[config.mk]
export PLATFORM = sky130hd
export DESIGN_NAME = alu_md_control
export DESIGN_NICKNAME = d
export VERILOG_FILES = /design/src/rtl/alu_pkg.sv /design/src/rtl/md_iter_core.sv /design/src/rtl/alu_md_control.sv
export SDC_FILE = /design/constraint.sdc
export NUM_CORES = 1
export LEC_CHECK = 0
export ABC_AREA = 1
export CAP_MARGIN = 30
export CORE_ASPECT_RATIO = 1.75
export CORE_UTILIZATION = 60
export CTS_CLUSTER_SIZE = 24
export DETAILED_ROUTE_END_ITERATION = 8
export GPL_TIMING_DRIVEN = 0
export PLACE_DENSITY = 0.81
export SLEW_MARGIN = 20
export SYNTH_ARGS = -nofsm -noshare
export SYNTH_HDL_FRONTEND = slang
export SYNTH_SLANG_ARGS = --single-unit
[constraint.sdc]
create_clock -name clk -period 12.1 [get_ports clk]
set_input_delay 3.63 -clock clk [delete_from_list [all_inputs] [get_ports clk]]
set_output_delay 3.63 -clock clk [all_outputs]
set_load 0.03 [all_outputs]
[src/rtl/alu_pkg.sv]
// Shared encodings for the EX-stage ALU control and its iterative multiply/divide unit.
package alu_pkg;

  localparam logic [3:0] ALU_ADD  = 4'b0000;
  localparam logic [3:0] ALU_SUB  = 4'b0001;
  localparam logic [3:0] ALU_PASS = 4'b0011;
  localparam logic [3:0] ALU_OR   = 4'b0100;
  localparam logic [3:0] ALU_AND  = 4'b0101;
  localparam logic [3:0] ALU_XOR  = 4'b0111;
  localparam logic [3:0] ALU_SRL  = 4'b1000;
  localparam logic [3:0] ALU_SLL  = 4'b1001;
  localparam logic [3:0] ALU_SRA  = 4'b1010;
  localparam logic [3:0] ALU_SLT  = 4'b1101;
  localparam logic [3:0] ALU_SLTU = 4'b1111;

  localparam logic [1:0] OP_ADD   = 2'b00;
  localparam logic [1:0] OP_SUB   = 2'b01;
  localparam logic [1:0] OP_RTYPE = 2'b10;
  localparam logic [1:0] OP_PASS  = 2'b11;

  localparam logic [6:0] F7_MULDIV = 7'b0000001;

  localparam logic [2:0] MD_MUL    = 3'b000;
  localparam logic [2:0] MD_MULH   = 3'b001;
  localparam logic [2:0] MD_MULHSU = 3'b010;
  localparam logic [2:0] MD_MULHU  = 3'b011;
  localparam logic [2:0] MD_DIV    = 3'b100;
  localparam logic [2:0] MD_DIVU   = 3'b101;
  localparam logic [2:0] MD_REM    = 3'b110;
  localparam logic [2:0] MD_REMU   = 3'b111;

  typedef enum logic [1:0] {
    ST_IDLE = 2'd0,
    ST_BUSY = 2'd1,
    ST_DONE = 2'd2
  } md_state_e;

  // MUL treats both operands as signed; its low half is sign-agnostic anyway.
  function automatic logic md_a_signed(input logic [2:0] f3);
    return (f3 == MD_MUL) || (f3 == MD_MULH) || (f3 == MD_MULHSU) ||
           (f3 == MD_DIV) || (f3 == MD_REM);
  endfunction

  function automatic logic md_b_signed(input logic [2:0] f3);
    return (f3 == MD_MUL) || (f3 == MD_MULH) || (f3 == MD_DIV) || (f3 == MD_REM);
  endfunction

endpackage

[src/rtl/md_iter_core.sv]
// Iterative multiply/divide datapath: one bit per step on operand magnitudes,
// sign fixup on the final step, and single-cycle handling of divide special cases.
module md_iter_core
  import alu_pkg::*;
#(
  parameter int XLEN = 32
) (
  input  logic            clk,
  input  logic            rst_n,
  input  logic            start_i,
  input  logic            step_i,
  input  logic            last_i,
  input  logic [2:0]      funct3_i,
  input  logic [XLEN-1:0] op_a_i,
  input  logic [XLEN-1:0] op_b_i,
  output logic            special_o,
  output logic [XLEN-1:0] result_o
);

  localparam logic [XLEN-1:0] MIN_VAL = {1'b1, {(XLEN-1){1'b0}}};

  logic [XLEN-1:0] acc_q, acc_d, lo_q, lo_d, mcand_q, result_q;
  logic [2:0]      f3_q;
  logic            neg_q, rneg_q;

  logic            a_neg, b_neg, is_div, div_zero, div_ovf, qbit;
  logic [XLEN-1:0] a_mag, b_mag, special_val, final_res, quot, rem;
  logic [XLEN:0]   sum, trial;
  logic [2*XLEN-1:0] prod, prod_fx;

  always_comb begin
    a_neg       = md_a_signed(funct3_i) && op_a_i[XLEN-1];
    b_neg       = md_b_signed(funct3_i) && op_b_i[XLEN-1];
    a_mag       = a_neg ? -op_a_i : op_a_i;
    b_mag       = b_neg ? -op_b_i : op_b_i;
    is_div      = funct3_i[2];
    div_zero    = is_div && (op_b_i == '0);
    div_ovf     = is_div && !funct3_i[0] && (op_a_i == MIN_VAL) && (op_b_i == '1);
    special_o   = div_zero || div_ovf;
    special_val = '0;
    if (div_zero)     special_val = funct3_i[1] ? op_a_i : '1;
    else if (div_ovf) special_val = funct3_i[1] ? '0 : MIN_VAL;
  end

  // One iteration: shift-add for multiply, restoring subtract for divide.
  always_comb begin
    sum   = {1'b0, acc_q} + (lo_q[0] ? {1'b0, mcand_q} : '0);
    trial = {acc_q, lo_q[XLEN-1]} - {1'b0, mcand_q};
    qbit  = !trial[XLEN];
    if (f3_q[2]) begin
      acc_d = qbit ? trial[XLEN-1:0] : {acc_q[XLEN-2:0], lo_q[XLEN-1]};
      lo_d  = {lo_q[XLEN-2:0], qbit};
    end else begin
      acc_d = sum[XLEN:1];
      lo_d  = {sum[0], lo_q[XLEN-1:1]};
    end
    prod    = {acc_d, lo_d};
    prod_fx = neg_q ? -prod : prod;
    quot    = neg_q ? -lo_d : lo_d;
    rem     = rneg_q ? -acc_d : acc_d;
    case (f3_q)
      MD_MUL:                       final_res = prod_fx[XLEN-1:0];
      MD_MULH, MD_MULHSU, MD_MULHU: final_res = prod_fx[2*XLEN-1:XLEN];
      MD_DIV, MD_DIVU:              final_res = quot;
      default:                      final_res = rem;
    endcase
  end

  always_ff @(posedge clk or negedge rst_n) begin
    if (!rst_n) begin
      acc_q    <= '0;
      lo_q     <= '0;
      mcand_q  <= '0;
      f3_q     <= '0;
      neg_q    <= 1'b0;
      rneg_q   <= 1'b0;
      result_q <= '0;
    end else if (start_i) begin
      acc_q   <= '0;
      lo_q    <= is_div ? a_mag : b_mag;
      mcand_q <= is_div ? b_mag : a_mag;
      f3_q    <= funct3_i;
      neg_q   <= a_neg ^ b_neg;
      rneg_q  <= a_neg;
      if (special_o) result_q <= special_val;
    end else if (step_i) begin
      acc_q <= acc_d;
      lo_q  <= lo_d;
      if (last_i) result_q <= final_res;
    end
  end

  assign result_o = result_q;

endmodule

[src/rtl/alu_md_control.sv]
// EX-stage ALU control: decodes ALU_Sel and sequences the RV32M iterative unit,
// raising Stall while a multiply/divide is in flight.
module alu_md_control
  import alu_pkg::*;
#(
  parameter int XLEN     = 32,
  parameter bit ENABLE_M = 1'b1
) (
  input  logic            clk,
  input  logic            rst_n,
  input  logic            Valid_In,
  input  logic            Flush,
  input  logic [1:0]      ALU_Op,
  input  logic [2:0]      Funct_3,
  input  logic [6:0]      Funct_7,
  input  logic            Is_Imm,
  input  logic [XLEN-1:0] Op_A,
  input  logic [XLEN-1:0] Op_B,
  output logic [3:0]      ALU_Sel,
  output logic            Md_Sel,
  output logic [XLEN-1:0] Md_Result,
  output logic            Md_Done,
  output logic            Stall
);

  localparam int CNT_W = $clog2(XLEN);

  md_state_e  state_q, state_d;
  logic [CNT_W-1:0] cnt_q, cnt_d;
  logic md_op, accept, start, step, last, special;

  assign md_op  = ENABLE_M && (ALU_Op == OP_RTYPE) && !Is_Imm && (Funct_7 == F7_MULDIV);
  assign accept = Valid_In && md_op && !Flush;
  assign Md_Sel = md_op;
  assign last   = (cnt_q == '0);

  // ADDI has no SUB form, so imm bit 30 only matters for register ops and shifts.
  always_comb begin
    ALU_Sel = ALU_PASS;
    case (ALU_Op)
      OP_ADD:  ALU_Sel = ALU_ADD;
      OP_SUB:  ALU_Sel = ALU_SUB;
      OP_PASS: ALU_Sel = ALU_PASS;
      default: begin
        if (!md_op) begin
          case (Funct_3)
            3'b000:  ALU_Sel = (!Is_Imm && Funct_7[5]) ? ALU_SUB : ALU_ADD;
            3'b001:  ALU_Sel = ALU_SLL;
            3'b010:  ALU_Sel = ALU_SLT;
            3'b011:  ALU_Sel = ALU_SLTU;
            3'b100:  ALU_Sel = ALU_XOR;
            3'b101:  ALU_Sel = Funct_7[5] ? ALU_SRA : ALU_SRL;
            3'b110:  ALU_Sel = ALU_OR;
            3'b111:  ALU_Sel = ALU_AND;
            default: ALU_Sel = ALU_PASS;
          endcase
        end
      end
    endcase
  end

  always_comb begin
    state_d = state_q;
    cnt_d   = cnt_q;
    start   = 1'b0;
    step    = 1'b0;
    Stall   = 1'b0;
    Md_Done = 1'b0;
    case (state_q)
      ST_IDLE: begin
        if (accept) begin
          start   = 1'b1;
          Stall   = 1'b1;
          cnt_d   = special ? '0 : CNT_W'(XLEN - 1);
          state_d = special ? ST_DONE : ST_BUSY;
        end
      end
      ST_BUSY: begin
        if (Flush) begin
          state_d = ST_IDLE;
        end else begin
          Stall = 1'b1;
          step  = 1'b1;
          if (last) state_d = ST_DONE;
          else      cnt_d   = cnt_q - 1'b1;
        end
      end
      ST_DONE: begin
        // The pipeline advances on this edge, so go idle without re-accepting.
        Md_Done = !Flush;
        state_d = ST_IDLE;
      end
      default: state_d = ST_IDLE;
    endcase
  end

  always_ff @(posedge clk or negedge rst_n) begin
    if (!rst_n) begin
      state_q <= ST_IDLE;
      cnt_q   <= '0;
    end else begin
      state_q <= state_d;
      cnt_q   <= cnt_d;
    end
  end

  md_iter_core #(.XLEN(XLEN)) u_core (
    .clk       (clk),
    .rst_n     (rst_n),
    .start_i   (start),
    .step_i    (step),
    .last_i    (last),
    .funct3_i  (Funct_3),
    .op_a_i    (Op_A),
    .op_b_i    (Op_B),
    .special_o (special),
    .result_o  (Md_Result)
  );

endmodule
==> results by group, run 1 <==
Run status
  – Outcome: stopped before the end
  – Run Error: [ERROR GRT-0116] Global routing finished with congestion. Check the congestion regions in the DRC Viewer.
  – Fail Step: global routing

Placement
  – Placed wire-length estimate: 73600 um
  – GP Congestion: 1.24
  – Port bufs: 117

Die
  – # rows: 83
  – Die Y: 231 um
  – Starting Density: 61.3%
  – Chip Width: 133 um
  – # IOs: 120

Synth
  – Synth top area share: 19.5%
  – Largest area contributor in the netlist: nand2_1
  – Post-Synthesis Cell Area: 18000 sq um
  – Main synth FF type: dfrtp_1
  – Flops & latches, synth: 140
  – FFs w/ async S/R, synth: 100%
  – Syn Nets: 3250
  – Seq/Total Area, Yosys: 19.4%
  – Synth top area cells: nand2_1 (19%), dfrtp_1 (19%), inv_1 (9.0%), nand3_1 (6.8%), nor2_1 (6.0%)
  – Post-Syn Area per Cell: 5.82 sq um
  – Netlist cell types: 65
  – Syn Inst Count: 3096
  – EDFF count, synth: 0
  – Synth warn: 0

Clocking
  – Resize count post-CTS: 0
  – Htree depth: 4
  – Hold_buf cts: 0
  – CTS root buffer: clkbuf_16
  – Max Buffers Root-to-Sink: 2
  – Total CTS buffers: 17
  – Num Clock Sinks: 140
  – Postcts setup bufs: 0

GRT
  – Vias in the first global route: 25444
  – All-Layer GR Usage: 74.0%
  – Largest net degree at the start of global routing: 96
  – First-pass GRT wire length: 174000 um
  – Total grt overflow: 335
==> metal layers <==
| layer | overflow | track usage [%] |
|---|---|---|
| met3 | 3 | 53.0 |
| met5 | 1 | 16.8 |
| met2 | 221 | 96.9 |
| met4 | 108 | 78.3 |
| met1 | 2 | 71.3 |
==> per-stage QoR <==
stage | cell area [sq um] | instances | utilization, % | setup WS [ns]
floorplan | 18000 | 3096 | - | 3.15
global placement | 19700 | 3595 | 66.9 | 1.17
detailed placement | 19700 | 3598 | 67.1 | 1.09
CTS | 20300 | 3630 | 69.1 | 1.07
==> kinds of logic after synthesis <==
logic type | count (synthesis) | synth area share [%]
AO/OA/AOI/OAI | 523 | 17.2
multiplexers | 1 | 0.0556
buffers and inverters | 560 | 12.4
XOR/XNOR | 101 | 4.91
flip-flops | 140 | 19.4
AND/OR/NAND/NOR | 1698 | 40.9
adder cells (fa/ha/maj) | 73 | 5.15
==> synthesized netlist by cell type, drive strengths merged, types with 7 or more instances <==
cell and instances:
ha 71, xnor2 18, a21boi 20, buf 45, o21bai 7, nand4 32, xor2 83, clkbuf 55
nor2 316, o21ai 202, or2 45, a22oi 9, o22ai 30, o221ai 38, clkinv 7, dfrtp 140
nand3b 14, o211ai 19, a21o 7, nand2 980, nor4 15, a31oi 8, nor3 36, nand3 255
inv 453, a21oi 160
==> run 2: changes to the inputs <==
Settings changed: CORE_ASPECT_RATIO 1.75 to not set, CORE_UTILIZATION 60 to 40, CTS_CLUSTER_SIZE 24 to not set, PLACE_DENSITY 0.81 to not set, PLACE_DENSITY_LB_ADDON set to 0.15.
==> results by group, run 2 <==
Detailed routing
  – Via count: 22231
  – Residual DRC: 0
  – Mean routed wirelength per cell: 24.6 um
  – First-pass DRT Iterations: 7
  – Final wirelength: 94500 um
  – ANT nets after route: 0
  – Iter 0 DRT Violations: 2732
  – Vias/cell: 5.79

Pwr
  – Cell Pwr Density: 80.7 nW/um^2
  – Power after layout: 1.66 mW
  – Max VDD drop: 0.108 mV
  – Leak pwr: 10.3 nW

Critical path
  – CP Capture Type: output pin
  – CP Launch Type: input pin
  – CP endpoint: Stall
  – CP Data Arrival Time: 7.66 ns
  – Worst r2r path cells: 31
  – Reg2reg start: u_core.mcand_q[0]$_DFFE_PN0P_
  – Worst endpoint required time: 8.47 ns
  – R2r endpoint: u_core.result_o[6]$_DFFE_PN0P_
  – Crit-path max cell delay: 0.83 ns
  – Setup CP Type: in2out
  – Worst Setup SP: Funct_7[0]
  – Reg-to-reg slack, setup: 6.51 ns
  – Largest fanout on the critical path: 10
  – CP Cell Sequence: clkdlybuf4s50_1, inv_1, nor4_1, nand4_1, nor3_1, nand2_1, nand2_1, clkbuf_1, buf_1, clkdlybuf4s50_1
  – Worst path slowest cell: clkdlybuf4s50_1

GRT
  – All-Layer GR Usage: 40.5%
  – Largest net degree at the start of global routing: 88
  – Total grt overflow: 0
  – Antenna violations before repair: 3
  – Vias in the first global route: 20949
  – First-pass GRT wire length: 137000 um

Timing
  – Slew Limit Fails: 0
  – Max_slew headroom: 25.8%
  – Fin crit period: 11.29 ns
  – Final setup skew: 0.0116 ns
  – Crit share post-route: 93.3%
  – Fin Setup TNS: 0 ns
  – Unrepaired setup endpoints after global routing: false
  – Final hold vios: 0
  – Final setup viols: 0
  – Min Hold Slack: 0.487 ns
  – Slew @ Worst Pin: 1.10 ns
  – Highest clock rate: 0.0885 GHz

Synth
  – Flops & latches, synth: 140
  – Netlist cell types: 65
  – Main synth FF type: dfrtp_1
  – Top-count cell post-synth: nand2_1
  – Commonest cells in the netlist: nand2_1 (935), inv_1 (432), nor2_1 (288)
  – Post-Synthesis Cell Area: 18000 sq um
  – Synth top area cells: nand2_1 (19%), dfrtp_1 (19%), inv_1 (9.0%), nand3_1 (6.8%), nor2_1 (6.0%)
  – FFs w/ async S/R, synth: 100%
  – Largest area contributor in the netlist: nand2_1
  – Post-Syn Area per Cell: 5.82 sq um
  – EDFF count, synth: 0
  – Synth top area share: 19.5%
  – Syn Nets: 3250
  – Seq/Total Area, Yosys: 19.4%
  – Syn Inst Count: 3096
  – Synth warn: 0

Layout
  – Most common cell after layout, fill and taps aside: nand2_1
  – Final #Nets: 3391
  – Most frequent cells in the layout: nand2_1 (935), inv_1 (432), nor2_1 (288)
  – Layout overhead on the synthesized area: 14.1%
  – # diodes: 0
  – Layout cells sized above 1: 7.17%

Clocking
  – CTS root buffer: clkbuf_16
  – Postcts setup bufs: 0
  – Hold_buf cts: 0
  – Max Buffers Root-to-Sink: 2
  – Total CTS buffers: 17
  – Worst-path clk slew: 0.06 ns
  – TritonCTS clock tree: done
  – Num Clock Sinks: 140
  – Worst skew pair latency: 0.48 ns
  – Resize count post-CTS: 0
  – Htree depth: 4

Die
  – Die ar.: 45900 sq um
  – # IOs: 120
  – Floorplan Core Area: 44300 sq um
  – Chip Width: 214 um
  – Die Y: 214 um
  – Starting Density: 40.6%
  – # rows: 77

Run status
  – Outcome: finished clean

Placement
  – GP Congestion: 1.10
  – Port bufs: 117
  – Placed wire-length estimate: 78900 um

Worst hold path
  – Worst Hold Class: reg2reg
  – Hold path startpoint: u_core.result_o[11]$_DFFE_PN0P_

Flow run
  – Max-cap violations: 0
-- run 2: final cells by class --
cell class              count  area, sq um
clock inverters            11          110
multi-input cells        2396        12300
repair buffers            122         1230
plain buffers             100          499
fillers                  4907        23800
inverters                 460         1730
flip-flops and latches    140         3500
well taps                 592          741
clock buffers              21          450
-- run 2: power by group --
| group | total, mW | switching [mW] | internal (mW) |
|---|---|---|---|
| registers | 0.506 | 0.0212 | 0.485 |
| clock network | 0.540 | 0.249 | 0.291 |
| logic | 0.611 | 0.431 | 0.179 |
-- run 2: stage by stage --
| step | util, % | setup slack, ns | cell area, sq um | cells |
|---|---|---|---|---|
| 3_3_place_gp | 45.0 | 0.990 | 19900 | 3805 |
| 4_1_cts | 46.4 | 0.941 | 20500 | 3842 |
| 6_report | 46.4 | 0.806 | 20500 | 3842 |
| 5_1_grt | 46.4 | 0.748 | 20500 | 3842 |
| 3_5_place_dp | 45.1 | 0.940 | 20000 | 3810 |
| 2_1_floorplan | - | 3.15 | 18000 | 3096 |
-- run 2: cell families after synthesis --
family / count (synthesis) / share of synthesized area, %
muxes: 1 / 0.0556
DFF: 140 / 19.4
adders and majority gates: 73 / 5.15
buffers and inverters: 560 / 12.4
and+or+nand+nor: 1698 / 40.9
xor gates and xnor gates: 101 / 4.91
AOI/OAI and AO/OA: 523 / 17.2
-- run 2: metal layers --
layer / global-route usage (%) / part of all wire [%] / up-vias
met5: 0 / 0.031 / -
met4: 31.0 / 8.6 / 4
met3: 6.64 / 8.1 / 330
met2: 65.6 / 45 / 1242
met1: 47.9 / 39 / 10366
li1: - / - / 10289
-- run 2: worst max-delay path: cells and delay by family --
family,cells,cell delay [ns]
buf+inv,5,2.64
simple gates,5,1.37
-- run 2: worst min path at each step --
stage / to / slack (ns) / cells past startpoint
2_1_floorplan: u_core.f3_q[0]$_DFFE_PN0P_ / 0.45 / 2
3_3_place_gp: u_core.result_o[15]$_DFFE_PN0P_ / 0.47 / 2
3_5_place_dp: u_core.result_o[11]$_DFFE_PN0P_ / 0.46 / 2
4_1_cts: u_core.result_o[11]$_DFFE_PN0P_ / 0.49 / 2
5_1_grt: u_core.lo_q[24]$_DFFE_PN0N_ / 0.52 / 2
6_report: u_core.result_o[11]$_DFFE_PN0P_ / 0.49 / 2
Power figures use the tool's default switching activity.
